==> config.mk <==
export PLATFORM = sky130hd
export DESIGN_NAME = ifetch_queue
export DESIGN_NICKNAME = d
export VERILOG_FILES = /design/src/rtl/ifetch_queue.sv
export SDC_FILE = /design/constraint.sdc
export NUM_CORES = 1
export LEC_CHECK = 0
export ABC_AREA = 1
export CORE_MARGIN = 2
export CORE_UTILIZATION = 55
export CTS_BUF_LIST = sky130_fd_sc_hd__clkbuf_2
export DETAILED_ROUTE_END_ITERATION = 7
export PLACE_DENSITY = 0.95
export SLEW_MARGIN = 20
export SYNTH_ARGS = -nofsm -noshare
export SYNTH_HDL_FRONTEND = slang
export SYNTH_SLANG_ARGS = --single-unit
==> constraint.sdc <==
create_clock -name clk -period 11.8 [get_ports clk]
set_clock_uncertainty 0.15 [all_clocks]
set_input_delay 1.77 -clock clk [delete_from_list [all_inputs] [get_ports clk]]
set_output_delay 1.77 -clock clk [all_outputs]
set_load 0.01 [all_outputs]
==> src/rtl/ifetch_queue.sv <==
// Instruction-fetch stage: issues in-order imem requests from the current PC,
// pairs each response with its PC and buffers {inst, pc} for decode.
// Redirects flush the buffer and discard responses still owed for old requests.
// Optional feature macro: IFETCH_ALIGN_CHECK_EN (sticky align_err, word-aligned
// redirect target).
module ifetch_queue #(
  parameter int unsigned DEPTH = 2
) (
  input  logic        clk,
  input  logic        rst,
  input  logic [31:0] pc_cur,
  output logic [31:0] pc_next,
  input  logic        redirect,
  input  logic [31:0] redirect_pc,
  output logic        imem_req_valid,
  output logic [31:0] imem_req_addr,
  input  logic        imem_req_ready,
  input  logic        imem_rsp_valid,
  input  logic [31:0] imem_rsp_data,
  output logic        inst_valid,
  output logic [31:0] inst,
  output logic [31:0] inst_pc,
  input  logic        inst_ready
`ifdef IFETCH_ALIGN_CHECK_EN
  ,
  output logic        align_err
`endif
);

  localparam int unsigned PtrW = (DEPTH > 1) ? $clog2(DEPTH) : 1;
  localparam int unsigned CntW = PtrW + 1;

  typedef logic [PtrW-1:0] ptr_t;
  typedef logic [CntW-1:0] cnt_t;

  // Instruction queue
  logic [31:0] q_inst_q [DEPTH];
  logic [31:0] q_inst_d [DEPTH];
  logic [31:0] q_pc_q   [DEPTH];
  logic [31:0] q_pc_d   [DEPTH];
  ptr_t        q_head_q, q_head_d;
  ptr_t        q_tail_q, q_tail_d;
  cnt_t        count_q,  count_d;

  // PCs of requests accepted by memory but not yet answered
  logic [31:0] ifl_pc_q [DEPTH];
  logic [31:0] ifl_pc_d [DEPTH];
  ptr_t        ifl_rd_q, ifl_rd_d;
  ptr_t        ifl_wr_q, ifl_wr_d;
  cnt_t        inflight_q, inflight_d;

  // Responses still owed for requests issued before the last redirect
  cnt_t        drop_q, drop_d;

  logic [CntW:0] occupancy;
  logic          has_credit;
  logic          req_fire;
  logic          rsp_take;
  logic          rsp_keep;
  logic          q_pop;
  logic [31:0]   redirect_tgt;

`ifdef IFETCH_ALIGN_CHECK_EN
  logic align_err_q, align_err_d;
  assign align_err    = align_err_q;
  assign redirect_tgt = {redirect_pc[31:2], 2'b00};
`else
  assign redirect_tgt = redirect_pc;
`endif

  // Handshake decode, next-PC selection and head-of-queue outputs
  always_comb begin
    // Credit counts in-flight requests so the queue can never overflow
    occupancy      = {1'b0, count_q} + {1'b0, inflight_q};
    has_credit     = occupancy < (CntW + 1)'(DEPTH);
    imem_req_valid = !rst && !redirect && has_credit;
    imem_req_addr  = pc_cur;
    req_fire       = imem_req_valid && imem_req_ready;
    // A response with nothing in flight is a protocol violation; ignore it
    rsp_take       = imem_rsp_valid && (inflight_q != '0);
    rsp_keep       = rsp_take && !redirect && (drop_q == '0);
    inst_valid     = (count_q != '0);
    inst           = q_inst_q[q_head_q];
    inst_pc        = q_pc_q[q_head_q];
    q_pop          = inst_valid && inst_ready && !redirect;

    if (rst) begin
      pc_next = 32'h0;
    end else if (redirect) begin
      pc_next = redirect_tgt;
    end else if (req_fire) begin
      pc_next = pc_cur + 32'd4;
    end else begin
      pc_next = pc_cur;
    end
  end

  // Next-state for the queue, in-flight FIFO and stale-response counter
  always_comb begin
    q_inst_d   = q_inst_q;
    q_pc_d     = q_pc_q;
    q_head_d   = q_head_q;
    q_tail_d   = q_tail_q;
    count_d    = count_q;
    ifl_pc_d   = ifl_pc_q;
    ifl_rd_d   = ifl_rd_q;
    ifl_wr_d   = ifl_wr_q;
    inflight_d = inflight_q + cnt_t'(req_fire) - cnt_t'(rsp_take);
    drop_d     = drop_q;

    if (req_fire) begin
      ifl_pc_d[ifl_wr_q] = pc_cur;
      ifl_wr_d           = ifl_wr_q + 1'b1;
    end
    if (rsp_take) begin
      ifl_rd_d = ifl_rd_q + 1'b1;
    end

    if (redirect) begin
      // Everything still in flight is stale, except a response consumed right now
      drop_d   = inflight_q - cnt_t'(rsp_take);
      q_head_d = '0;
      q_tail_d = '0;
      count_d  = '0;
    end else begin
      if (rsp_take && (drop_q != '0)) begin
        drop_d = drop_q - 1'b1;
      end
      if (rsp_keep) begin
        q_inst_d[q_tail_q] = imem_rsp_data;
        q_pc_d[q_tail_q]   = ifl_pc_q[ifl_rd_q];
        q_tail_d           = q_tail_q + 1'b1;
      end
      if (q_pop) begin
        q_head_d = q_head_q + 1'b1;
      end
      count_d = count_q + cnt_t'(rsp_keep) - cnt_t'(q_pop);
    end
  end

`ifdef IFETCH_ALIGN_CHECK_EN
  // Sticky flag for a misaligned redirect target
  always_comb begin
    align_err_d = align_err_q | (redirect && (redirect_pc[1:0] != 2'b00));
  end
`endif

  // State registers; payload storage needs no reset
  always_ff @(posedge clk) begin
    q_inst_q <= q_inst_d;
    q_pc_q   <= q_pc_d;
    ifl_pc_q <= ifl_pc_d;
    if (rst) begin
      q_head_q   <= '0;
      q_tail_q   <= '0;
      count_q    <= '0;
      ifl_rd_q   <= '0;
      ifl_wr_q   <= '0;
      inflight_q <= '0;
      drop_q     <= '0;
`ifdef IFETCH_ALIGN_CHECK_EN
      align_err_q <= 1'b0;
`endif
    end else begin
      q_head_q   <= q_head_d;
      q_tail_q   <= q_tail_d;
      count_q    <= count_d;
      ifl_rd_q   <= ifl_rd_d;
      ifl_wr_q   <= ifl_wr_d;
      inflight_q <= inflight_d;
      drop_q     <= drop_d;
`ifdef IFETCH_ALIGN_CHECK_EN
      align_err_q <= align_err_d;
`endif
    end
  end

endmodule
==> After elaboration in Yosys (flattened, before gate mapping) <==
Cells that the tools add are included.
{ "totals": {"register_bits": 202, "latchBits": 0, "mem_bits_rw": 0, "romBits": 0, "input_bits": 102, "n_memories": 0} }
{ "op_classes": {"addsub": 12, "n_mul": 0, "div_mod_pow": 0, "magnitude_cmp": 7, "eq_ne": 0, "shifts": 0, "muxes": 21, "bitwise_logic": 5, "reduce_logical": 20} }
{ "ops": {"columns": ["operator", "count"], "rows": [
  ["$mux 32", 14],
  ["$bwmux 64", 3],
  ["$demux 32 s1", 2],
  ["$add 32x3->32 const B", 1],
  ["$logic_and 1x1->1", 11],
  ["$ge 2x2->1 const B", 4],
  ["$not 1->2", 4],
  ["$reduce_bool 2->1", 4],
  ["$sub 2x1->2", 3],
  ["$add 1x1->1 const B", 4],
  ["$add 2x1->2", 2],
  ["$lt 2x1->1 const B", 2],
  ["$mux 2", 2],
  ["$add 2x2->3", 1],
  ["$lt 3x2->1 const B", 1],
  ["$logic_not 1->1", 2],
  ["$logic_not 2->1", 1],
  ["$reduce_and 2->1", 1],
  ["$reduce_or 2->1", 1],
  ["$sub 2x1->2 const B", 1],
  ["$not 1->1", 1]
]} }

==> Longest topological paths before layout <==
Gate-level depths: netlist (run 1).
{ "depth": {"depth_word": 7, "ltp_mapped": 14} }

==> Least setup slack after synthesis (run 1) <==
Ideal clock, no wire load.
{ "synth_path": {"path_type": "input-to-reg", "start": "input port redirect", "end": "register q_inst_q[0] (netlist name), enable pin", "setup_time_ns": 0.487, "arrival_time_ns": 4.873, "required_time_ns": 11.163, "setup_slack_ns": 6.291, "stages": 4, "n_path_buf": 1, "path_cell_list": "buf_2 clkinv_1 nand3_1 nor2_1"} }
{ "synth_via": {"elab_chain_cells": 4, "word_cells_on_any_way": 5, "classes_between": "bitwise (1); reduce/logical (4)"} }
{ "synth_lines": {"columns": ["element", "line", "text"], "rows": [
  ["start, declared", "13", "input logic redirect,"],
  ["$logic_not 1->1", "81", "rsp_keep = rsp_take && !redirect && (drop_q == '0);"],
  ["$logic_and 1x1->1 (2 in series)", "81", null],
  ["$reduce_and 2->1 (no line) *", null, null],
  ["end signal, assigned", "150", "q_inst_q <= q_inst_d;"],
  ["end, declared", "37", "logic [31:0] q_inst_q [DEPTH];"]
]} }
Mark *: on every way between the ends. The rest lies on a longest branch, timed or not.
A chain may end at the register's enable or synchronous reset.

==> Worst setup path after layout (run 1) <==
{ "layout_path": {"start": "input port redirect", "end": "output port pc_next[14]"} }
{ "layout_via": {"elab_chain_cells": 7} }
{ "layout_lines": {"columns": ["element", "line", "text"], "rows": [
  ["$logic_not 1->1", "76", "imem_req_valid = !rst && !redirect && has_credit;"],
  ["$logic_and 1x1->1 (2 in series)", "76", null],
  ["$logic_and 1x1->1", "78", "req_fire = imem_req_valid && imem_req_ready;"],
  ["$mux 32", "91", "end else if (req_fire) begin"],
  ["$mux 32 *", "89", "end else if (redirect) begin"],
  ["$mux 32 *", "87", "if (rst) begin"],
  ["end, declared", "12", "output logic [31:0] pc_next,"]
]} }
Marks and branches as above.

==> flow_summary.yaml, run 1 <==
setup_path:
  critical-path-slowest-cell: "clkdlybuf4s50_1"
  critical_path.reg2reg.startpoint: "inflight_q[0]"
  crit_required_ns: 9.88
  worst_setup_path_startpoint: "redirect"
  reg2reg_slack_ns: 8.95
  path_buf_inv: 3
  timing.critical_path.max_delay_family: "simple AND/OR/NAND/NOR gates"
  startpoint_type: "input pin"
  critical_path_type: "in -> out"
  crit_path_cell_trace: "clkdlybuf4s50_1 -> nor2_4 -> nand3_4 -> nor2_2 -> nand2_1 -> nand3_1 -> o211ai_2 -> inv_2 -> clkdlybuf4s50_1"
  worstPathMaxFanout: 22
  cp_data_arrival_time_ns: 4.42
  critical-path-max-stage-delay_ns: 0.63
  end_kind: "output port"
  path_common_cell: "clkdlybuf4s50_1"
sta:
  final_max_slew_viol_count: 0
  final.min_clock_period_ns: 6.34
  slew_headroom_pct: 30.9
  final.setup.tns_ns: 0
  period_share_pct: 53.7
  timing.fmax_mhz: 158
  worstMarginPinSlew_ns: 1.03
  hold_violations: 0
  report.final.setup_viol: 0
  unrepaired_setup_endpoints_after_global_routing: "no"
global_routing:
  globalRouteTotalUtil_pct: 24.5
  maximum_number_of_pins_on_one_net_before_global_route_repair: 67
  grt_pass1_vias: 7177
  antenna_found_initial: 1
  grt_remaining_overflow: 0
  global_route_wire_length_before_repair_mm: 34.8
yosys:
  yosysWarningCount: 0
  mappedNetlistNets: 1063
  avgSynthCellArea_um2: 9.80
  mapped_cells: 953
  yosys-top-cells-count: "410 x nand2_1, 192 x edfxtp_1, 81 x inv_1, 42 x nand3_1, 40 x nor2_1"
  synth-main-ff-cell: "edfxtp_1"
  netlist_top_cells_area: "edfxtp_1 62%, nand2_1 16%, inv_1 3.3%"
  synth_enable_flop_cells: 192
  synth_cell_type_count: 33
  ys_ff_latch: 202
  synth_most_common_cell: "nand2_1"
  proportion_of_register_bits_with_asynchronous_set_or_reset_after_synthesis_pct: 0
  post_syn_area_mm2: 0.00934
  synth_seq_area_share_pct: 63.9
  synth_top_cell_by_area: "edfxtp_1"
  synth.top_cell.area_share_pct: 61.7
finish:
  finalInstanceArea_mm2: 0.0120
  final_net_count: 1281
  finish.utilization_pct: 72.3
  areaGrowthSynthToFinish_pct: 28.3
  drive_above_1_share_pct: 8.36
  finish.cell_count_without_fillers: 1417
clock_tree:
  sink_count: 202
  cts_hold_buf: 0
  cts_buffers: 44
  clock-root-buffer: "clkbuf_2"
  clkLatencyLatePin_ns: 0.67
  worst_setup_hold_path_clk_slew_ns: 0.12
  post_cts_resize_count: 0
  tritoncts: "built"
  post-cts-setup-buffers: 0
  cts-root-to-sink-buffers: 3
  ctsHtreeMaxLevel: 2
route:
  drt_pass_1_iters: 8
  drtAntennaViolNets: 0
  initialDrtViolationCount: 455
  detail_route.wirelength_mm: 22.3
  vias: 7279
  wl_per_cell_um: 15.7
  detailed_route_drc_error_count: 2
  post_drt_via_cell_ratio: 5.14
status:
  failed_checks: "DRC"
  status: "finished, violations left"
power:
  power.density_cell_area_mw_per_mm2: 131
  power_leakage_nw: 4.97
  peak_supply_drop_uv: 68.3
hold_path:
  hold_path.startpoint: "ifl_pc_q[42]"
  min-delay-path-class: "reg -> reg"
place:
  dpl.cell_count: 1345
  place.gp.congestion: 0.897
  dpl_cell_area_mm2: 0.0116
  place.detailed.hpwl_mm: 15.0
  numPortBuffers: 231
flow_run:
  cap_violations: 0
floorplan:
  core_area_mm2: 0.0166
  chipHeight_um: 134
  floorplan.die_area_mm2: 0.0180
  boundaryPins: 232
  rows: 47
  start_util_pct: 56.3
  chipWidth_um: 134
## flip-flops by register name (all words and copies together), names as in the netlist
| register | count |
|---|---|
| count_q | 2 |
| drop_q | 2 |
| ifl_pc_q | 64 |
| ifl_rd_q | 1 |
| ifl_wr_q | 1 |
| inflight_q | 2 |
| q_head_q | 1 |
| q_inst_q | 64 |
| q_pc_q | 64 |
| q_tail_q | 1 |
## worst reg2reg max path, delay by kind of cell (launching register included)
family,cells,cell delay [ns]
AOI/OAI and AO/OA,2,0.22
xor gates and xnor gates,1,0.14
adders and majority gates,3,1.01
buffers and inverters,2,0.11
DFF,1,0.39
and+or+nand+nor,3,0.72
## cell families after synthesis
kind of cell / share of synthesized area (%)
and+or+nand+nor: 23.9
DFF: 63.9
buffers and inverters: 7.54
AOI/OAI and AO/OA: 2.80
xor gates and xnor gates: 0.750
adders and majority gates: 1.15
## per-layer routing
metal  global-route usage (%)  share of wire [%]  up-vias  wire [µm]
met1                     28.3                 38     3385       8530
met3                     5.18                7.7       53       1730
met4                     11.2                3.0        0        678
li1                         -                  -     3528          -
met2                     43.6                 51      313      11300
met5                        0                  0        -          0
## through the flow
stage / setup slack [ns] / power, W / hold WS (ns)
floorplan: 6.29 / 0.00103 / 0.306
global placement: 5.29 / 0.00118 / 0.319
detailed placement: 5.20 / 0.00119 / 0.354
CTS: 5.20 / 0.00158 / 0.342
global route: 5.31 / 0.00165 / 0.386
finish: 5.46 / 0.00157 / 0.358
## power breakdown
part / internal [W] / switching, W / total (W) / leakage, nW
logic: 0.000136 / 0.000182 / 0.000318 / 2.87
registers: 0.000844 / 0.0000122 / 0.000856 / 1.82
clock network: 0.000153 / 0.000241 / 0.000394 / 0.274
## final timing paths
kind | to | cells after the start
max | pc_next[14] | 9
min | q_pc_q[42] | 2
max reg2reg | inflight_q[1] | 11
min reg2reg | q_pc_q[42] | 2
## layout by cell type, fill, tap and decap left out, types with 6 or more instances in the layout
cell             netlist  layout
nand2_1              410     410
clkdlybuf4s50_1        0     231
edfxtp_1             192     192
inv_1                 81      80
clkbuf_2               0      58
nand3_1               42      42
nor2_1                40      36
o21ai_0               21      21
a21oi_1               18      18
clkinv_1               4      15
nand4_1               11      11
dfxtp_1               10       9
nor2_4                 6       8
nor2_2                 6       8
ha_1                   7       7
o21ai_1                6       6
buf_4                 32       6
## final cells by class
cell class              count  area (µm²)
clock inverters            13        75.1
inverters                  86         325
multi-input cells         600        2690
diodes                      1        2.50
flip-flops and latches    202        5970
repair buffers            237        2360
clock buffers              58         290
well taps                 220         275
fillers                  1124        4600
Power figures use the tool's default switching activity.
==> run 2, diff against run 1 <==
CORE_UTILIZATION = 51   (was 55)
PLACE_DENSITY = 0.93   (was 0.95)
clock period = 6.15 ns   (was 11.8 ns; I/O delays follow)
==> flow_summary.yaml, run 2 (synthesis gave the netlist of run 1 again) <==
global_routing:
  grt_remaining_overflow: 0
  grt_pass1_vias: 7387
  globalRouteTotalUtil_pct: 23.6
  global_route_wire_length_before_repair_mm: 36.6
  maximum_number_of_pins_on_one_net_before_global_route_repair: 67
  antenna_found_initial: 1
finish:
  final_net_count: 1285
  mostFrequentLayoutCell: "nand2_1"
  areaGrowthSynthToFinish_pct: 29.4
  mostFrequentLayoutCells: "410 x nand2_1, 231 x clkdlybuf4s50_1, 192 x edfxtp_1"
  n_fill_cell: 1317
  top_regs: "ifl_pc_q x64, q_inst_q x64, q_pc_q x64"
  drive_above_1_share_pct: 9.60
route:
  initialDrtViolationCount: 590
  drtAntennaViolNets: 0
  drt_pass_1_iters: 5
  post_drt_via_cell_ratio: 5.18
  detailed_route_drc_error_count: 0
  detail_route.wirelength_mm: 23.1
  vias: 7443
  wl_per_cell_um: 16.1
place:
  place.gp.congestion: 0.861
  place.detailed.hpwl_mm: 15.7
  numPortBuffers: 231
setup_path:
  crit_required_ns: 5.08
  critical_path_type: "reg -> out"
  startpoint_type: "register"
  end_kind: "output port"
  cp_data_arrival_time_ns: 3.66
  worstPathMaxFanout: 22
sta:
  final_max_slew_viol_count: 0
  timing.fmax_mhz: 211
  report.final.setup_viol: 0
  period_share_pct: 76.9
  worstMarginPinSlew_ns: 1.08
  slew_headroom_pct: 28.0
  hold_violations: 0
  unrepaired_setup_endpoints_after_global_routing: "no"
  fin_worst_hold_slack_ns: 0.345
  final.setup.tns_ns: 0
  final.min_clock_period_ns: 4.73
floorplan:
  floorplan.die_area_mm2: 0.0194
  chipWidth_um: 139
  rows: 49
  start_util_pct: 52.0
  chipHeight_um: 139
  core_area_mm2: 0.0180
  boundaryPins: 232
clock_tree:
  ctsHtreeMaxLevel: 2
  post_cts_resize_count: 0
  cts_buffers: 46
  clock-root-buffer: "clkbuf_2"
  cts-root-to-sink-buffers: 3
  clkLatencyLatePin_ns: 0.77
  tritoncts: "built"
  cts_hold_buf: 0
  sink_count: 202
  worst_setup_hold_path_clk_slew_ns: 0.10
  post-cts-setup-buffers: 0
status:
  status: "finished clean"
power:
  power_leakage_nw: 5.03
  peak_supply_drop_uv: 126
  power.total_w: 0.00306
  power.density_cell_area_mw_per_mm2: 253
flow_run:
  cap_violations: 0
hold_path:
  min-delay-path-class: "reg -> reg"
==> run 2: final timing paths <==
path / from / to / slack, ns / depth (start not counted)
max: inflight_q[0] / pc_next[26] / 1.42 / 11
min: drop_q[1] / drop_q[1] / 0.35 / 2
max reg2reg: inflight_q[1] / q_inst_q[25] / 3.31 / 5
min reg2reg: drop_q[1] / drop_q[1] / 0.35 / 2
==> run 2: layer usage <==
layer  track usage (%)  wire length, µm
met1              29.1             8790
met2              40.5            11800
met3              6.06             2110
met4              8.24              458
met5                 0                0
==> run 2: layout make-up <==
type / count / area [µm²] / share of cell area [%]
flip-flops and latches: 202 / 5970 / 49.4
multi-input cells: 600 / 2690 / 22.3
repair buffers: 239 / 2420 / 20.0
clock buffers: 72 / 360 / 2.98
inverters: 86 / 325 / 2.69
well taps: 229 / 287 / 2.37
clock inverters: 9 / 37.5 / 0.310
diodes: 1 / 2.50 / 0.0207
==> run 2: through the flow <==
stage	utilization [%]	worst slack [ns]	instances	area (µm²)
after floorplan	-	1.49	953	9340
after global placement	64.9	1.66	1355	11700
after detailed placement	64.9	1.57	1355	11700
after CTS	67.1	1.42	1436	12100
after global routing	67.3	1.17	1438	12100
final	67.3	1.42	1438	12100
==> run 2: power by group <==
part / switching (W) / internal, W
Sequential: 0.0000245 / 0.00162
Clock: 0.000489 / 0.000306
Combinational: 0.000352 / 0.000269
==> run 2: critical path, cell delays in order (launching register included) <==
cell             delay [ns]
dfxtp_1                0.40
nand2_1                0.06
inv_1                  0.06
fa_1                   0.40
nor2_1                 0.26
nand3_4                0.37
nor2_2                 0.44
nand4_1                0.15
nand3_1                0.11
nand2_1                0.07
inv_1                  0.07
clkdlybuf4s50_1        0.55
